## src/rtl/ahb_arbiter.sv

```systemverilog
`default_nettype none
// -----------------------------------------------------------------------------
// ahb_arbiter : round-robin AHB arbiter, holds bursts, parks on DEFAULT_MASTER.
// Optional locked-transfer support via macro AHB_ARB_LOCK_EN.      Rev 1.0
// -----------------------------------------------------------------------------
module ahb_arbiter #(
  parameter int NUM_MASTERS    = 4,
  parameter int DEFAULT_MASTER = 0
) (
  input  logic                   HCLK,
  input  logic                   HRESET,
  input  logic [NUM_MASTERS-1:0] HBUSREQ,
  input  logic [NUM_MASTERS-1:0] HLOCK,
  input  logic [1:0]             HTRANS,
  input  logic [2:0]             HBURST,
  input  logic                   HREADY,
  input  logic [1:0]             HRESP,
  output logic [NUM_MASTERS-1:0] HGRANT,
  output logic [3:0]             HMASTER,
  output logic                   HMASTLOCK
);

  localparam logic [1:0] TR_IDLE    = 2'b00;
  localparam logic [1:0] TR_NONSEQ  = 2'b10;
  localparam logic [1:0] TR_SEQ     = 2'b11;
  localparam logic [1:0] RESP_ERROR = 2'b01;
  localparam logic [2:0] BURST_INCR = 3'b001;
  localparam logic [NUM_MASTERS-1:0] GRANT_RST =
    {{(NUM_MASTERS-1){1'b0}}, 1'b1} << DEFAULT_MASTER;

  typedef enum logic [1:0] {
    ST_ARB   = 2'd0,
    ST_BURST = 2'd1,
    ST_INCR  = 2'd2
  } state_t;

  state_t                 state_q, state_d;
  logic [3:0]             cnt_q, cnt_d;
  logic [NUM_MASTERS-1:0] grant_q, grant_d;
  logic [3:0]             hmaster_q, hmaster_d;
  logic                   hmastlock_q, hmastlock_d;
  logic                   err_pend_q, err_pend_d;

  logic [3:0]             owner_idx;
  logic                   owner_req;
  logic                   owner_lock;
  logic [3:0]             winner;
  logic                   win_found;
  logic [NUM_MASTERS-1:0] win_grant;
  logic [3:0]             burst_cnt;
  logic                   rearb;

`ifdef AHB_ARB_LOCK_EN
  assign owner_lock = |(HLOCK & grant_q);
`else
  logic unused_hlock;
  assign owner_lock  = 1'b0;
  assign unused_hlock = ^HLOCK;
`endif

  // Round-robin search starts one past the owner; offset NUM_MASTERS is the owner itself.
  always_comb begin
    owner_idx = 4'd0;
    for (int i = 0; i < NUM_MASTERS; i++) begin
      if (grant_q[i]) owner_idx = 4'(i);
    end
    owner_req = |(HBUSREQ & grant_q);
    winner    = 4'(DEFAULT_MASTER);
    win_found = 1'b0;
    for (int k = 1; k <= NUM_MASTERS; k++) begin
      for (int j = 0; j < NUM_MASTERS; j++) begin
        if (!win_found && HBUSREQ[j] && ((int'(owner_idx) + k) % NUM_MASTERS) == j) begin
          win_found = 1'b1;
          winner    = 4'(j);
        end
      end
    end
    for (int i = 0; i < NUM_MASTERS; i++) begin
      win_grant[i] = (winner == 4'(i));
    end
    case (HBURST[2:1])
      2'b01:   burst_cnt = 4'd3;
      2'b10:   burst_cnt = 4'd7;
      2'b11:   burst_cnt = 4'd15;
      default: burst_cnt = 4'd0;
    endcase
  end

  always_comb begin
    state_d     = state_q;
    cnt_d       = cnt_q;
    grant_d     = grant_q;
    hmaster_d   = hmaster_q;
    hmastlock_d = hmastlock_q;
    err_pend_d  = err_pend_q;
    rearb       = 1'b0;

    // An ERROR acts even in a wait state; the hand-over waits for HREADY.
    if (HRESP == RESP_ERROR) begin
      state_d = ST_ARB;
      cnt_d   = 4'd0;
      if (HREADY) begin
        rearb      = 1'b1;
        err_pend_d = 1'b0;
      end else begin
        err_pend_d = 1'b1;
      end
    end else if (HREADY) begin
      if (err_pend_q) begin
        rearb      = 1'b1;
        err_pend_d = 1'b0;
      end else begin
        case (state_q)
          ST_ARB: begin
            if (HTRANS == TR_NONSEQ && burst_cnt != 4'd0) begin
              state_d = ST_BURST;
              cnt_d   = burst_cnt;
            end else if (HTRANS == TR_NONSEQ && HBURST == BURST_INCR) begin
              state_d = ST_INCR;
            end else begin
              rearb = 1'b1;
            end
          end
          ST_BURST: begin
            if (HTRANS == TR_SEQ) begin
              if (cnt_q <= 4'd1) begin
                rearb   = 1'b1;
                state_d = ST_ARB;
                cnt_d   = 4'd0;
              end else begin
                cnt_d = cnt_q - 4'd1;
              end
            end else if (HTRANS == TR_IDLE || HTRANS == TR_NONSEQ) begin
              rearb   = 1'b1;
              state_d = ST_ARB;
              cnt_d   = 4'd0;
            end
          end
          ST_INCR: begin
            if (!owner_req) begin
              rearb   = 1'b1;
              state_d = ST_ARB;
            end
          end
          default: state_d = ST_ARB;
        endcase
      end
    end

    if (HREADY) begin
      hmaster_d   = owner_idx;
      hmastlock_d = owner_lock;
    end
    if (rearb && !owner_lock) grant_d = win_grant;
  end

  always_ff @(posedge HCLK) begin
    if (HRESET) begin
      state_q     <= ST_ARB;
      cnt_q       <= 4'd0;
      grant_q     <= GRANT_RST;
      hmaster_q   <= 4'(DEFAULT_MASTER);
      hmastlock_q <= 1'b0;
      err_pend_q  <= 1'b0;
    end else begin
      state_q     <= state_d;
      cnt_q       <= cnt_d;
      grant_q     <= grant_d;
      hmaster_q   <= hmaster_d;
      hmastlock_q <= hmastlock_d;
      err_pend_q  <= err_pend_d;
    end
  end

  assign HGRANT    = grant_q;
  assign HMASTER   = hmaster_q;
  assign HMASTLOCK = hmastlock_q;

endmodule
`default_nettype wire
```

## config.mk

```make
export PLATFORM = sky130hd
export DESIGN_NAME = ahb_arbiter
export DESIGN_NICKNAME = d
export VERILOG_FILES = /design/src/rtl/ahb_arbiter.sv
export SDC_FILE = /design/constraint.sdc
export NUM_CORES = 1
export LEC_CHECK = 0
export ABC_CLOCK_PERIOD_IN_PS = 4300
export BUFFER_PORTS_ARGS = -buffer_cell sky130_fd_sc_hd__buf_2
export CORE_MARGIN = 2
export CORE_UTILIZATION = 50
export DETAILED_ROUTE_END_ITERATION = 12
export PLACE_DENSITY = 0.77
export SYNTH_ARGS = -nofsm -noshare
export SYNTH_HDL_FRONTEND = slang
export SYNTH_SLANG_ARGS = --single-unit
```

## constraint.sdc

```tcl
create_clock -name HCLK -period 4.3 [get_ports HCLK]
set_clock_uncertainty 0.2 [all_clocks]
set_input_delay 0.215 -clock HCLK [delete_from_list [all_inputs] [get_ports HCLK]]
set_output_delay 0.215 -clock HCLK [all_outputs]
set_load 0.01 [all_outputs]
```

# [Yosys cells after proc, flatten, opt, wreduce, memory -nomap -nowiden]
# Cells that the tools add are included.
[classes] addsub=5 magnitude_cmp=1 eq_ne=29 mux=60 n_bitwise=6 reduce_logical=67
[op_table] op="logical NOT 32 bit" n=4
[op_table] op="two-way mux 4 bit" n=18
[op_table] op="logical AND 1 bit" n=33
[op_table] op="two-way mux 1 bit" n=30
[op_table] op="equality test 3 bit, second input constant" n=8
[op_table] op="two-way mux 2 bit" n=8
[op_table] op="logical NOT 1 bit" n=15
[op_table] op="equality test 3 x 2 -> 1 bit, second input constant" n=4
[op_table] op="case mux 4 bit (3 select lines)" n=1
[op_table] op="equality test 2 bit, second input constant" n=5
[op_table] op="OR reduction 2 bit" n=5
[op_table] op="inequality test 3 bit, second input constant" n=3
[op_table] op="equality test 4 x 2 -> 1 bit, second input constant" n=2
[op_table] op="case mux 4 bit (2 select lines)" n=1
[op_table] op="equality test 2 x 1 -> 1 bit, second input constant" n=3
[op_table] op="case mux 2 bit (3 select lines)" n=1
[op_table] op="AND reduction 6 bit" n=1
[op_table] op="AND reduction 5 bit" n=1
[op_table] op="adder 2 x 1 -> 2 bit, second input constant" n=2
[op_table] op="adder 2 bit, second input constant" n=2
[op_table] op="bitwise AND 1 bit, first input constant" n=4
[op_table] op="bitwise AND 4 bit" n=1
[op_table] op="equality test 4 x 1 -> 1 bit, second input constant" n=1
[op_table] op="<= comparator 4 x 1 -> 1 bit, second input constant" n=1
[op_table] op="11 further kinds" n=14
[word_totals] regBits=15 input_bits=18 output_inout_bits=9 elab_cells=173

# [Depth between registers and ports, before layout]
[depth] depth_word=70 depth_mapped=7 depth_no_buf=7

# [Worst setup path before layout]
# Ideal clock, no wire load.
[synth_path] path_type="flip-flop to flip-flop" startpoint="reg cnt_q[0]" endpoint="reg grant_q[1], in the netlist HGRANT[1]" setup_ns=0.067 arrival_ns=1.772 required_ns=4.033 slack_ns=2.261 path_stages_with_launch=8 path_buffers=0 synth_period_minus_slack_ns=2.039 cell_sequence="dfxtp_1 -> inv_1 -> ha_1 -> o211ai_1 -> a311o_1 -> a31o_4 -> or3_4 -> a21oi_2"
[synth_between] elab_chain_cells=7
[synth_rtl] element="start, declared" line="38" rtl="logic [3:0] cnt_q, cnt_d;"
[synth_rtl] element="start signal, assigned" line="167" rtl="cnt_q <= cnt_d;"
[synth_rtl] element="<= comparator 4 x 1 -> 1 bit" line="126" rtl="if (cnt_q <= 4'd1) begin"
[synth_rtl] element="two-way mux 1 bit" line="126"
[synth_rtl] element="two-way mux 1 bit" line="125" rtl="if (HTRANS == TR_SEQ) begin"
[synth_rtl] element="case mux 1 bit (3 select lines)" line="113" rtl="case (state_q)"
[synth_rtl] element="two-way mux 1 bit" line="109" rtl="if (err_pend_q) begin"
[synth_rtl] element="two-way mux 1 bit" line="108" rtl="end else if (HREADY) begin"
[synth_rtl] element="two-way mux 1 bit" line="99" rtl="if (HRESP == RESP_ERROR) begin"
[synth_rtl] element="end signal, assigned" line="168" rtl="grant_q <= grant_d;"
[synth_rtl] element="end, declared" line="39" rtl="logic [NUM_MASTERS-1:0] grant_q, grant_d;"
# No other way between the ends.
# A chain may end at the register's enable or synchronous reset.

# [Worst setup path in the final report]
# Ends and elaborated chain as after synthesis.

==> flow_summary.json <==
{
  "finalCritPeriodShare_pct": 50.61,
  "drive_above_1_share_pct": 21.99,
  "powerDensity_mw_per_mm2": 262.2,
  "max_cap_violations": 0,
  "syn_area_sq_um": 932.1,
  "antenna_cells": 0,
  "synth.distinct_cells": 44,
  "mostFrequentLayoutCells": "buf_2 (19), nor2_1 (16), dfxtp_1 (13)",
  "rr_startpoint": "cnt_q[0]$_SDFFE_PP0P_",
  "ctsHoldBuffers": 2,
  "htree_levels": 1,
  "antenna_left": 0,
  "grt_max_degree": 14,
  "end_kind": "register",
  "clk_latency_ps": 270,
  "ios": 27,
  "drt_iter0_drc": 70,
  "fin_setup_tns_ps": 0,
  "cts_num_sinks": 13,
  "required_ps": 4310,
  "overflow": 0,
  "final-hold-violation-count": 0,
  "path_max_fanout": 6,
  "nNetsFinal": 162,
  "avgSynthCellArea_sq_um": 7.641,
  "drt-total-wl_mm": 2.078,
  "drtPass1Iterations": 4,
  "synth_seq_cells": 13,
  "fp.dieW_um": 47.18,
  "cts_made_buffers": 3,
  "vdd_ir_drop_max_mv": 0.1988,
  "fmax_ghz": 0.4595,
  "rows": 15,
  "cp_data_arrival_time_ps": 2180,
  "drc": 0,
  "dieHeight_um": 47.18,
  "ys_seq_area_share_pct": 27.92,
  "criticalPathCategory": "register to register",
  "finalSetupViolCount": 0,
  "rrSetupSlack_ps": 2120,
  "reg2reg_to": "HGRANT[1]$_SDFFE_PP0P_",
  "grt_pass1_wl_mm": 3.167,
  "cts_setup_buffers": 0,
  "cts.clk_slew.worst_paths_ps": 70,
  "run_status": "completed",
  "gp_congestion": 0.8287,
  "period_minus_slack_ps": 2176,
  "wl_per_cell_um": 12.52,
  "port_buffers": 19,
  "min_path_cells": 4,
  "dieArea_sq_mm": 0.002225,
  "startpoint_type": "register",
  "grt_pass1_vias": 757,
  "dpl.hpwl_mm": 1.571,
  "rsz0062_at_grt": "false",
  "drv_slew": 0,
  "cts_resized": 0,
  "min_to": "err_pend_q$_SDFFE_PP0P_",
  "min-delay-start": "HRESP[1]",
  "viasPerCell": 5.765,
  "cellLeakagePower_nw": 0.4381,
  "final_common_cell": "buf_2",
  "area_delta_synth_final_pct": 13.83,
  "vias": 957,
  "coreArea_sq_mm": 0.001745,
  "r2r_cells": 7,
  "cts_tree": "done",
  "clockRootBuffer": "clkbuf_4",
  "final_util_pct": 60.79,
  "start_util_pct": 53.41,
  "grt_use_total_pct": 19.98,
  "cts_buffer_depth": 2,
  "hold_path_class": "input pin to register",
  "synthCells": 122,
  "synth_warnings": 0,
  "finalPower_uw": 278.2,
  "antenna_found_initial": 0
}
## routing by layer
layer,global-route usage (%),up-vias,wire (um)
li1,-,477,-
met3,5.769,2,141
met4,5.000,0,12
met2,32.33,48,987
met5,0,-,0
met1,26.15,430,936
## Yosys cell counts (all sizes together)
master   n  area, sq um
nor2b    2        12.51
o311ai   1        8.760
a31oi    2        12.51
a311o    1        10.01
mux2i    2        20.02
nor3b    2        25.02
nand2    6        22.52
a221o    1        10.01
nand4    2        12.51
a211oi   2        15.01
o211a    2        20.02
nand3    4        20.02
o211ai   1        7.510
nand2b   7        43.79
o31ai    2        15.01
buf      7        47.54
dfxtp   13        260.3
or3      1        11.26
o22ai    2        12.51
or2      1        6.260
inv     10        37.54
nor2    16        60.06
conb     1        3.750
o31a     1        8.760
a21oi    3        18.77
ha       2        25.02
a222oi   1        10.01
a32o     1        10.01
o32ai    1        8.760
nor3     7        40.04
o21ai   11        55.05
clkbuf   1        3.750
a22oi    2        15.01
o311a    1        10.01
nor4     1        6.260
a31o     1        17.52
a311oi   1        8.760
## critical path, stage by stage, from the launching register on
cell and delay (ps):
dfxtp_1 360, inv_1 70, ha_1 200, o211ai_1 110, a311o_1 390, a31o_4 260
or3_4 390, a21oi_2 130
## metrics by stage
step                hold slack [ps]  worst slack (ps)  instance area [sq um]  instances
floorplan                     94.31              2261                  939.7        124
global placement              270.5              2190                   1015        160
CTS                           154.5              2127                   1061        166
detailed placement            280.4              2149                   1015        160
finish                        164.0              2124                   1061        166
global route                  214.0              2023                   1061        166
## logic make-up (layout without fill, tap and decap cells)
family	after synthesis	after routing	synth area share, %
multiplexers	2	2	2.148
AND/OR/NAND/NOR	49	49	27.92
AO/OA/AOI/OAI	37	37	29.40
buffers and inverters	18	35	9.530
adder cells (fa/ha/maj)	2	2	2.684
other	1	3	0.4023
flip-flops	13	13	27.92
## state kept, by name (all words and copies together) (netlist names)
| name | cells |
|---|---|
| HGRANT | 4 |
| cnt_q | 4 |
| HMASTER | 2 |
| state_q | 2 |
| err_pend_q | 1 |
## how the worst max path moves through the flow
| stage | start | to | slack [ps] | cells after the start |
|---|---|---|---|---|
| 2_1_floorplan | cnt_q[0]$_SDFFE_PP0P_ | HGRANT[1]$_SDFFE_PP0P_ | 2260 | 7 |
| 3_3_place_gp | cnt_q[0]$_SDFFE_PP0P_ | HGRANT[1]$_SDFFE_PP0P_ | 2190 | 7 |
| 3_5_place_dp | cnt_q[0]$_SDFFE_PP0P_ | HGRANT[1]$_SDFFE_PP0P_ | 2150 | 7 |
| 4_1_cts | cnt_q[0]$_SDFFE_PP0P_ | HGRANT[1]$_SDFFE_PP0P_ | 2130 | 7 |
| 5_1_grt | state_q[1]$_SDFFE_PP0P_ | cnt_q[2]$_SDFFE_PP0P_ | 2020 | 6 |
| 6_report | cnt_q[0]$_SDFFE_PP0P_ | HGRANT[1]$_SDFFE_PP0P_ | 2120 | 7 |
## power by group
part,internal (mW),switching [mW],total [mW]
registers,0.127,0.00877,0.135
clock network,0.0359,0.0364,0.0724
logic,0.0322,0.0383,0.0706
total,0.195,0.0835,0.278
## layout make-up
cell class,instances,area [sq um]
fillers,164,684.4
multi-input cells,93,590.6
flip-flops and latches,13,260.3
repair buffers,21,115.1
inverters,10,37.54
well taps,25,31.28
clock buffers,4,26.28
(Power assumes the default switching activity.)
